File: config.mk
export PLATFORM = sky130hd
export DESIGN_NAME = pacman_move
export DESIGN_NICKNAME = d
export VERILOG_FILES = /design/src/rtl/pacman_move.sv
export SDC_FILE = /design/constraint.sdc
export NUM_CORES = 1
export LEC_CHECK = 0
export CELL_PAD_IN_SITES_DETAIL_PLACEMENT = 1
export CELL_PAD_IN_SITES_GLOBAL_PLACEMENT = 1
export CORE_ASPECT_RATIO = 2
export CORE_MARGIN = 1.5
export CORE_UTILIZATION = 46
export DETAILED_ROUTE_END_ITERATION = 12
export PLACE_DENSITY_LB_ADDON = 0.25
export REMOVE_ABC_BUFFERS = 1
export SLEW_MARGIN = 20
export SYNTH_ARGS = -nofsm -noshare
export SYNTH_HDL_FRONTEND = slang
export SYNTH_SLANG_ARGS = --single-unit
File: constraint.sdc
create_clock -name clk -period 4.5 [get_ports clk]
set_input_delay 0.45 -clock clk [delete_from_list [all_inputs] [get_ports clk]]
set_output_delay 0.45 -clock clk [all_outputs]
set_load 0.05 [all_outputs]
File: src/rtl/pacman_move.sv
// pacman_move: tick-paced sprite stepper with grid-aligned turns and a registered map-probe handshake
module pacman_move #(
  parameter int STEP_MS = 10,
  parameter int START_X = 173,
  parameter int START_Y = 305,
  parameter int HALF    = 11,
  parameter int TILE    = 16,
  parameter int MAX_X   = 346,
  parameter int MAX_Y   = 404
) (
  input  logic       clk,
  input  logic       reset,
  input  logic       tick_1ms,
  input  logic [3:0] btn,
  input  logic       map_wall,
  output logic [8:0] qry_x,
  output logic [8:0] qry_y,
  output logic [8:0] p_x,
  output logic [8:0] p_y,
  output logic [1:0] dir,
  output logic       moving
);
  localparam int CW = $clog2(STEP_MS + 1);
  localparam logic [CW-1:0] LAST = CW'(STEP_MS - 1);
  localparam logic [8:0] HS  = 9'(HALF);
  localparam logic [8:0] OFF = 9'(HALF + 1);
  localparam logic [8:0] XH  = 9'(MAX_X - HALF);
  localparam logic [8:0] YH  = 9'(MAX_Y - HALF);
  localparam logic [8:0] TL  = 9'(TILE);
  localparam logic [8:0] MID = 9'(TILE / 2);
  typedef enum logic [2:0] {S_WAIT, S_TURN_Q, S_TURN_C, S_MOVE_Q, S_MOVE_C} state_t;
  state_t state, nxt;
  logic [CW-1:0] cnt;
  logic [1:0] req_dir, pdir, probe_dir, btn_dir;
  logic [8:0] probe_x, probe_y;
  logic req_valid, step_due, step_fire, aligned, rev, oob, free;
  logic ld_q, turn_ok, mv_c;
  always_ff @(posedge clk or negedge reset)
    if (!reset) state <= S_WAIT;
    else state <= nxt;
  assign aligned = (p_x % TL) == MID && (p_y % TL) == MID;
  assign rev = req_dir == (dir ^ 2'b01);
  always_comb begin
    nxt = state;
    case (state)
      S_WAIT:   nxt = !step_due ? S_WAIT : (req_valid && req_dir != dir) ? S_TURN_Q : S_MOVE_Q;
      S_TURN_Q: nxt = (rev || aligned) ? S_TURN_C : S_MOVE_Q;
      S_TURN_C: nxt = S_MOVE_Q;
      S_MOVE_Q: nxt = S_MOVE_C;
      default:  nxt = S_WAIT;
    endcase
  end
  // Edge test uses the held probe direction; the centre cannot change between *_Q and *_C.
  assign oob = pdir == 2'd0 ? p_y <= HS :
               pdir == 2'd1 ? p_y >= YH :
               pdir == 2'd2 ? p_x <= HS : p_x >= XH;
  assign free = !oob && !map_wall;
  always_comb begin
    probe_dir = state == S_TURN_Q ? req_dir : dir;
    probe_x = probe_dir == 2'd2 ? (p_x > HS ? p_x - OFF : 9'd0) :
              probe_dir == 2'd3 ? (p_x < XH ? p_x + OFF : p_x) : p_x;
    probe_y = probe_dir == 2'd0 ? (p_y > HS ? p_y - OFF : 9'd0) :
              probe_dir == 2'd1 ? (p_y < YH ? p_y + OFF : p_y) : p_y;
    ld_q = state == S_TURN_Q || state == S_MOVE_Q;
    turn_ok = state == S_TURN_C && free;
    mv_c = state == S_MOVE_C;
    btn_dir = btn[0] ? 2'd0 : btn[1] ? 2'd1 : btn[2] ? 2'd2 : 2'd3;
    step_fire = tick_1ms && cnt == LAST;
  end
  always_ff @(posedge clk or negedge reset)
    if (!reset) begin
      p_x <= 9'(START_X);
      p_y <= 9'(START_Y);
      dir <= 2'd2;
      moving <= 1'b0;
      qry_x <= '0;
      qry_y <= '0;
      pdir <= 2'd2;
      req_dir <= 2'd0;
      req_valid <= 1'b0;
      cnt <= '0;
      step_due <= 1'b0;
    end else begin
      if (|btn) begin
        req_dir <= btn_dir;
        req_valid <= 1'b1;
      end else if (turn_ok) req_valid <= 1'b0;
      if (tick_1ms) cnt <= cnt == LAST ? '0 : cnt + 1'b1;
      if (step_fire) step_due <= 1'b1;
      else if (state == S_WAIT) step_due <= 1'b0;
      if (ld_q) begin
        qry_x <= probe_x;
        qry_y <= probe_y;
        pdir <= probe_dir;
      end
      if (turn_ok) dir <= pdir;
      if (mv_c) moving <= free;
      if (mv_c && free) begin
        p_x <= pdir == 2'd2 ? p_x - 9'd1 : pdir == 2'd3 ? p_x + 9'd1 : p_x;
        p_y <= pdir == 2'd0 ? p_y - 9'd1 : pdir == 2'd1 ? p_y + 9'd1 : p_y;
      end
    end
endmodule

==> summary.md, run 1 <==
| Metric | Value |
|---|---|
| Status | `complete, no violations` |
| Met2 Track Usage GR | `0.5253` |
| Post-synth ARST share | `1.000` |
| CP Max Fanout | `8` |
| Congestion Overflow GR | `0` |
| Max Cap Violations | `0` |
| Met3 Use GR | `0.03584` |
| WL final | `10.56 mm` |
| Netlist Area Pre-Place | `0.003631 mm2` |
| Dpl cell area | `0.004155 mm2` |
| I/O pin count | `47` |
| Worst skew pair latency | `0.29 ns` |
| DRT iter0 DRCs | `126` |
| Crit share post-route | `0.6454` |
| Initial Util | `0.4777` |
| Fin worst setup slack | `1.596 ns` |
| Max Fclk | `0.3443 GHz` |
| Post-synth EDFFs | `0` |
| Die height | `128.6 um` |
| Core Box Area | `approximately 0.0076 mm2` |
| HP Class | `in -> async` |
| Drt wl/cell | `20.26 um` |
| Via count of the first global-routing pass | `3462` |
| Synth Register Bits | `52` |
| RSZ-0062 raised after global routing | `false` |
| Fin nets | `456` |
| Number of setup buffers added after CTS | `0` |
| Area grow syn2layout | `18.47%` |
| CP required | `4.68 ns` |
| Crit end category | `flip-flop` |
| Syn_area_per_cell | `9.456 um2` |
| Gpl congestion | `0.8385` |
| Root Buffer | `clkbuf_16` |
| Worst relative slew slack | `0.4666` |
| Clock tree sinks | `52` |
| Max H-tree Level | `2` |
| Ant. Diodes | `0` |
| Total negative slack | `0 ns` |
| Largest net degree at the start of global routing | `53` |
| Antenna Nets Post-Route | `0` |
| Cell count after synthesis | `384` |
| Busiest layer in global routing | `met2` |
| CTS tree | `built` |
| Final instance area | `0.004302 mm2` |
| Share of cells above drive strength 1 | `0.09602` |
| Sequential-to-total area share from yosys stat | `0.3622` |
| Final setup vio count | `0` |
| Clock slew seen by the registers of the worst setup and hold paths | `0.07 ns` |
| Crit Path Class | `reg -> reg` |
| Crit path DAT | `~3.1 ns` |
| Tightest Pin Transition | `around 0.8 ns` |
| First-pass GRT wire length | `17.34 mm` |
| YS warnings | `0` |
| Clock skew | `0.004803 ns` |
| Via count | `3165` |
| Cell variety after synth | `68` |
| Total track usage | `0.2710` |
| GR Util met1 | `0.2690` |
| Post-CTS Hold Buffers | `0` |
| 1st-pass router iterations | `4` |
| DRC Markers | `0` |
| Hold Vio Cnt, Final | `0` |
| Cts repair resizes | `0` |
| Ys flop type | `dfrtp_1` |
| Die area | `0.008467 mm2` |
| Die width | `between 60 and 70 um` |
| Drt via density | `around 6.1` |
| Dpl ws | `1.659 ns` |
| CTS Buffer Depth | `2` |
| Row count | `45` |
| Setup crit start kind | `flip-flop` |
| Final slew viol count | `0` |
| Clock period minus worst slack | `a little under 3 ns` |
| Post-DP HPWL | `a little under 8 mm` |
| Initial antenna violation count | `0` |
| TritonCTS Buffers | `5` |
| PortBufs | `46` |
through the flow:
step | utilization | std cells | hold WS (ns)
finish | 0.5659 | 521 | 0.2597
global route | 0.5659 | 521 | 0.3193
CTS | 0.5659 | 521 | 0.3062
global placement | 0.5467 | 513 | 0.4585
detailed placement | 0.5467 | 513 | 0.4637
floorplan | - | 369 | 0.1544
area by class of cell:
| cell class | instances | area [um2] |
|---|---|---|
| multi-input cells | 300 | 2173 |
| inverters | 17 | 63.81 |
| well taps | 94 | 117.6 |
| repair buffers | 50 | 485.5 |
| clock buffers | 8 | 146.4 |
| fillers | 887 | 3299 |
| flip-flops and latches | 52 | 1315 |
synthesized netlist by cell type (3+ instances only):
cell type	count	share of area
nand2_1	30	0.031
xnor2_1	23	0.055
o2111ai_1	4	0.0096
nand2b_1	6	0.010
nor3_1	9	0.012
or4_1	3	0.0062
mux2_1	6	0.019
nand3_1	10	0.014
a21o_1	6	0.012
ha_1	20	0.069
and3_1	5	0.0086
mux2i_1	5	0.014
or3_1	6	0.010
or2_2	3	0.0052
a31oi_1	6	0.010
nor2b_1	8	0.014
xor2_1	9	0.022
dfstp_2	11	0.080
nor2_1	32	0.033
inv_1	17	0.018
nor3b_1	3	0.0062
o311a_1	3	0.0083
a221oi_1	3	0.0072
a22o_1	3	0.0072
o211ai_1	4	0.0083
a21oi_1	17	0.023
o31ai_1	6	0.012
buf_2	6	0.0083
o21a_1	3	0.0062
clkbuf_1	7	0.0072
o21ai_1	9	0.012
o21ai_0	15	0.021
dfrtp_1	41	0.28
cell families after synthesis:
family / Yosys count / share of synthesized area
compound gates: 95 / 0.1844
xor+xnor: 32 / 0.07719
buf+inv: 32 / 0.03928
flops: 52 / 0.3622
simple gates: 136 / 0.2095
fa+ha+maj: 22 / 0.07995
mux: 15 / 0.04755
worst paths after layout:
kind,startpoint,cells past startpoint,slack (ns),endpoint
max in group asynchronous,reset,2,3.76,p_x[6]$_DFFE_PN0P_
worst max-delay path,p_y[2]$_DFFE_PN0P_,8,1.60,dir[0]$_DFFE_PN0P_
worst min-delay path,reset,2,0.26,p_y[7]$_DFFE_PN0P_
min in group clk,req_valid$_DFFE_PN0P_,1,0.48,req_valid$_DFFE_PN0P_
worst min register to register,req_valid$_DFFE_PN0P_,1,0.48,req_valid$_DFFE_PN0P_
worst max register to register,p_y[2]$_DFFE_PN0P_,8,1.60,dir[0]$_DFFE_PN0P_
worst max-delay path, stage by stage, from the launching register on:
cell	delay, ns
dfrtp_1	0.53
inv_1	0.18
ha_1	0.27
and3_1	0.22
o311ai_4	0.33
o32a_2	0.22
o2111ai_1	0.16
or4b_4	0.56
mux2_4	0.32
routing by layer:
metal,up-vias,share of wire
li1,1466,-
met1,1574,0.35
met2,88,0.58
met3,37,0.024
met4,0,0.042
met5,-,0
flip-flops by register name (all words and copies together) (netlist names):
signal / count
p_y: 9
req_dir: 2
qry_x: 9
moving: 1
pdir: 2
dir: 2
step_due: 1
qry_y: 9
req_valid: 1
state: 3
cnt: 4
p_x: 9
placed cells by master (no fill, tap or decap), types with 5 or more instances in the layout:
cell type	count
nand3_1	10
o21ai_1	9
and3_1	5
nor2_1	32
xor2_1	9
xnor2_1	23
mux2i_1	5
ha_1	20
dfrtp_1	41
o31ai_1	6
mux2_1	6
a21o_1	6
or3_1	6
nand2b_1	6
clkbuf_16	5
inv_1	17
o21ai_0	15
nor3_1	9
dfstp_2	11
nor2b_1	8
nand2_1	30
a21oi_1	17
clkdlybuf4s50_1	45
a31oi_1	6
Power of run 1 is left out: the tool's default activity adds up to more than one toggle a clock period on the data nets, which glitch-free logic cannot reach.
==> inputs of run 2 (changes only) <==
CORE_UTILIZATION = 43   (was 46)
clock period = 2.71 ns   (was 4.5 ns; I/O delays follow)
==> run 2 against run 1 <==
Net effect:
- the run now ends with negative hold slack left
- global-route usage decreased by 1.0 points
- core utilization shrank 1.8 points
- clock skew barely moved
- die area rose by 6.7%
- sequential share of layout area fell by 1.4 points
- via count rose by 3.9%
- maximum frequency up 12%
- wire length rose by 3.5%
- hold slack worse by 0.27 ns
- flip-flop and latch count stayed put
- register-to-register slack got worse by 1.5 ns
- worst setup slack worse by 1.5 ns
==> summary.md, run 2 (synthesized netlist as in run 1, its figures left out) <==
| Metric | Value |
|---|---|
| CTS Buffer Depth | `2` |
| Crit Path Class | `reg -> reg` |
| Die area | `approximately 0.0090 mm2` |
| Max Fclk | `0.3858 GHz` |
| Die height | `133.0 um` |
| Drt wl/cell | `19.96 um` |
| Fin nets | `around 480` |
| Clock tree sinks | `52` |
| Root Buffer | `clkbuf_16` |
| Drt via density | `between 6 and 7` |
| Gpl congestion | `0.8544` |
| DRC Markers | `0` |
| Largest net degree at the start of global routing | `25` |
| Post-layout util | `0.5479` |
| Final setup vio count | `0` |
| Total negative slack | `0 ns` |
| Max Cap Violations | `0` |
| TritonCTS Buffers | `5` |
| Congestion Overflow GR | `0` |
| PortBufs | `46` |
| Crit end category | `flip-flop` |
| Setup crit start kind | `flip-flop` |
| Area grow syn2layout | `24.22%` |
| Violated checks | `negative hold slack` |
| Total track usage | `0.2610` |
| Tightest Pin Transition | `between 0.6 and 0.7 ns` |
| Non-filler cells in the finished layout | `547` |
| First-pass GRT wire length | `17.77 mm` |
| CP Max Fanout | `3` |
| Post-DP HPWL | `8.409 mm` |
| Antenna Nets Post-Route | `0` |
| Clock skew | `0.004343 ns` |
| Core Box Area | `0.008233 mm2` |
| Die width | `67.98 um` |
| Via count of the first global-routing pass | `3592` |
| RSZ-0062 raised after global routing | `false` |
| Most frequent cells in the layout | `45 x clkdlybuf4s50_1, 41 x dfrtp_1, 31 x nor2_1` |
| Max H-tree Level | `2` |
| Post-CTS Hold Buffers | `0` |
| CTS tree | `built` |
| Status | `finished, violations left` |
| Final slew viol count | `0` |
| Via count | `3290` |
| Row count | `47` |
| CP required | `2.89 ns` |
| Share of cells above drive strength 1 | `0.1470` |
| Initial antenna violation count | `0` |
| 1st-pass router iterations | `4` |
| Crit share post-route | `0.9566` |
| Commonest non-fill, non-tap cell in the layout | `clkdlybuf4s50_1` |
| Worst relative slew slack | `0.5855` |
| Clock slew seen by the registers of the worst setup and hold paths | `0.07 ns` |
| WL final | `10.92 mm` |
| Min Hold Slack | `-0.01002 ns` |
| Placed Cells | `~540` |
| Clock period minus worst slack | `~2.6 ns` |
| HP Class | `in -> async` |
| Ant. Diodes | `0` |
| Worst skew pair latency | `0.29 ns` |
| I/O pin count | `47` |
| DRT iter0 DRCs | `123` |
| Hold Vio Cnt, Final | `19` |
| Initial Util | `0.4410` |
| Crit path DAT | `2.77 ns` |
run 2: cell types whose count changed in the layout (fill, tap and decap cells not counted):
cell       before  now
buf_4           4   26
bufinv_16       0    1
clkbuf_1        2    0
clkbuf_8        1    2
nor2_1         32   31
nor2_2          0    1
run 2: final cells by class:
cell class	instances	area [um2]
timing repair buffer	72	650.6
inverter	17	63.81
clock inverter	1	30.03
fill	973	3722
tap	98	122.6
sequential	52	1315
clock buffer	7	152.6
multi-input combinational	300	2176
run 2: worst max-delay path: stages (launching register included):
cell,delay (ns)
dfrtp_1,0.36
inv_1,0.07
ha_1,0.22
and3_1,0.21
o311ai_4,0.29
o32a_2,0.22
o2111ai_1,0.21
or4b_4,0.59
mux2_4,0.32
run 2: timing repair:
item | in CTS | in global routing
setup buffers | 0 | 2
endpoints found under the setup margin | 0 | 6
resized for setup | 0 | 1
run 2: final timing paths:
check | from | to | slack (ns) | cells past startpoint
max in group asynchronous | reset | p_x[7]$_DFFE_PN1P_ | 1.99 | 2
min | reset | qry_y[0]$_DFFE_PN0P_ | -0.01 | 1
min reg2reg | qry_y[8]$_DFFE_PN0P_ | qry_y[8]$_DFFE_PN0P_ | 0.48 | 2
max | p_y[2]$_DFFE_PN0P_ | dir[0]$_DFFE_PN0P_ | 0.12 | 8
min in group clk | qry_y[8]$_DFFE_PN0P_ | qry_y[8]$_DFFE_PN0P_ | 0.48 | 2
max reg2reg | p_y[2]$_DFFE_PN0P_ | dir[0]$_DFFE_PN0P_ | 0.12 | 8
run 2: metal layers:
| layer | part of all wire | global-route usage |
|---|---|---|
| met1 | 0.35 | 0.2623 |
| met4 | 0.056 | 0.1489 |
| met3 | 0.026 | 0.03656 |
| met5 | 0 | 0 |
| met2 | 0.57 | 0.4790 |
run 2: metrics by stage:
step,area (um2),worst slack [ns]
after floorplan,3552,-0.3632
after global placement,4310,0.1472
after detailed placement,4310,0.005138
after CTS,4493,0.001297
after global routing,4511,0.002136
final,4511,0.1177
Power of run 2 is left out for the same reason.
==> inputs of run 3 (changes only) <==
ABC_AREA = 1   (was default)
CORE_UTILIZATION = 41   (was 43)
==> run 3 against run 2 <==
Net effect:
- the flow now finishes without violations
- final area rose by 6.8%
- core utilization fell by 5.4 points
- critical path depth rose by 2
- wire length rose by 16%
- die area rose by 19%
- worst setup slack improved by 0.077 ns
- first-iteration DRC count rose by 15%
- flip-flop and latch count did not move
- final cell count rose by 38%
- maximum frequency rose by 3.1%
==> summary.md, run 3 <==
| Metric | Value |
|---|---|
| CTS Buffer Depth | `2` |
| DRC Markers | `0` |
| Die area | `0.01071 mm2` |
| Syn_area_per_cell | `7.078 um2` |
| Netlist Area Pre-Place | `0.004126 mm2` |
| Combinational group share of total power | `0.668` |
| Leak Pwr | `approximately 0.0024 uW` |
| Seq pwr share | `0.237` |
| TritonCTS Buffers | `5` |
| Cell count after synthesis | `583` |
| Total negative slack | `0 ns` |
| VDD IR max | `0.7323 mV` |
| Most frequent cells in the layout | `162 x nand2_1, 65 x nand3_1, 63 x nor2_1` |
| Setup crit start kind | `flip-flop` |
| Int Pwr | `3040 uW` |
| 1st-pass router iterations | `4` |
| Pwr dens | `1456 mW/mm2` |
| Area grow syn2layout | `16.74%` |
| RSZ-0062 raised after global routing | `false` |
| Sequential-to-total area share from yosys stat | `0.3187` |
| Clock skew | `0.005723 ns` |
| Ys flop type | `dfrtp_1` |
| Max Fclk | `0.3976 GHz` |
| Core Box Area | `0.009763 mm2` |
| Post-CTS Hold Buffers | `0` |
| Die width | `73.94 um` |
| Cell variety after synth | `42` |
| NetSw | `3972 uW` |
| CP Max Fanout | `16` |
| Root Buffer | `clkbuf_16` |
| Worst skew pair latency | `0.29 ns` |
| Post-synth EDFFs | `0` |
| Share of cells above drive strength 1 | `0.08494` |
| Row count | `between 50 and 60` |
| Drt wl/cell | `16.79 um` |
| Via count | `4028` |
| Commonest non-fill, non-tap cell in the layout | `nand2_1` |
| Die height | `144.9 um` |
| Drt via density | `5.328` |
| Post-synth ARST share | `1.000` |
| Ant. Diodes | `0` |
| Synth Register Bits | `between 50 and 60` |
| Count leader, synth | `nand2_1` |
| Crit Path Class | `reg -> reg` |
| Yosys top cell by area | `dfrtp_1` |
| Congestion Overflow GR | `0` |
| Initial antenna violation count | `0` |
| Clock tree sinks | `52` |
| CP required | `2.95 ns` |
| Final setup vio count | `0` |
| HP Class | `in -> async` |
| Clock share of power | `0.095` |
| Crit path DAT | `~2.8 ns` |
| Max H-tree Level | `2` |
| CTS tree | `built` |
| Largest family of logic cells by synthesized area | `simple AND/OR/NAND/NOR gates` |
| I/O pin count | `47` |
| Area share of fa/ha/maj cells after synthesis | `0.07035` |
| Fin nets | `653` |
| Status | `complete, no violations` |
| PortBufs | `46` |
| XOR/XNOR Fraction of Synth Area | `0.07216` |
| Post-synthesis mux area share | `0` |
| Crit end category | `flip-flop` |
| Clock period minus worst slack | `2.515 ns` |
| Compound-Gate Fraction of Synth Area | `0.1007` |
| Final slew viol count | `0` |
| Yosys top cell area share | `0.2486` |
| Initial Util | `0.4227` |
| Tot Pwr | `7012 uW` |
| Synth Area in Simple Gates | `0.3529` |
| Antenna Nets Post-Route | `0` |
| Via count of the first global-routing pass | `4272` |
| Max Cap Violations | `0` |
| Area contributors post-synth | `dfrtp_1 25%, nand2_1 15%, nand3_1 7.9%` |
| Most frequent cells after synthesis | `162 x nand2_1, 65 x nand3_1, 64 x nor2_1` |
| Layout fillers | `1282` |
| Sw Share | `0.5664` |
| Post-DP HPWL | `just over 10 mm` |
| Tightest Pin Transition | `0.7907 ns` |
| Gpl congestion | `0.8520` |
| YS warnings | `0` |
| Largest net degree at the start of global routing | `between 50 and 60` |
| WL final | `12.69 mm` |
| Crit share post-route | `0.9281` |
| Total track usage | `0.2513` |
| Worst relative slew slack | `0.4723` |
| DRT iter0 DRCs | `roughly 140` |
| First-pass GRT wire length | `20.35 mm` |
| Clock slew seen by the registers of the worst setup and hold paths | `0.07 ns` |
| Hold Vio Cnt, Final | `0` |
-- run 3: cell type report --
class	count	area [um2]	area share
multi-input combinational	452	2462	0.5112
sequential	52	1315	0.2730
timing repair buffer	50	485.5	0.1008
inverter	62	235.2	0.04883
tap	132	165.2	0.03429
clock buffer	6	138.9	0.02883
clock inverter	2	15.01	0.003117
-- run 3: path summary, 6_finish.rpt --
check	cells past startpoint	slack [ns]	endpoint	from
min	2	0.1	p_x[4]$_DFFE_PN0P_	reset
max in group asynchronous	2	2.15	moving$_DFFE_PN0N_	reset
max reg2reg	10	0.19	p_x[5]$_DFFE_PN1P_	pdir[1]$_DFFE_PN1P_
min in group clk	2	0.50	moving$_DFFE_PN0N_	moving$_DFFE_PN0N_
max	10	0.19	p_x[5]$_DFFE_PN1P_	pdir[1]$_DFFE_PN1P_
min reg2reg	2	0.50	moving$_DFFE_PN0N_	moving$_DFFE_PN0N_
-- run 3: routing by layer --
metal	track usage	part of all wire
met3	0.01939	0.015
met1	0.2407	0.34
met2	0.5085	0.60
met4	0.1140	0.040
met5	0	0
-- run 3: worst max-delay path: stages, from the launching register on --
cell     delay [ns]
dfstp_2        0.72
nand2_1        0.17
inv_1          0.31
ha_1           0.38
a21oi_1        0.23
nor2_1         0.08
nor2_1         0.10
o21ai_0        0.12
xor2_1         0.16
nand3_1        0.09
nand2_1        0.08
-- run 3: timing repair --
action	in CTS	in global routing
resized for setup	0	1
buffers inserted	0	0
setup endpoints to repair	0	1
-- run 3: power by group through the flow --
stage / Clock, uW / Combinational (uW) / Sequential, uW
floorplan: 0 / 2510 / 2370
global placement: 0 / 4580 / 1650
detailed placement: 0 / 4710 / 1670
CTS: 684 / 4730 / 1660
global route: 709 / 5120 / 1710
finish: 666 / 4680 / 1660
-- run 3: logic make-up (layout without fill, tap and decap cells) --
family	after synthesis	in the layout
and+or+nand+nor	326	326
buffers and inverters	79	120
AOI/OAI and AO/OA	70	70
DFF	52	52
xor gates and xnor gates	34	34
adders and majority gates	22	22
-- run 3: through the flow --
step	instance area, um2	utilization	hold WS, ns	setup slack [ns]	instances
floorplan	4010	-	-0.02459	0.5605	566
global placement	4661	0.4774	0.4415	0.2715	748
detailed placement	4661	0.4774	0.4411	0.1583	748
CTS	4815	0.4931	0.1295	0.1403	756
global route	4817	0.4934	0.1587	0.007544	756
finish	4817	0.4934	0.09640	0.1949	756
No activity file was read; power rests on OpenSTA's default activity.
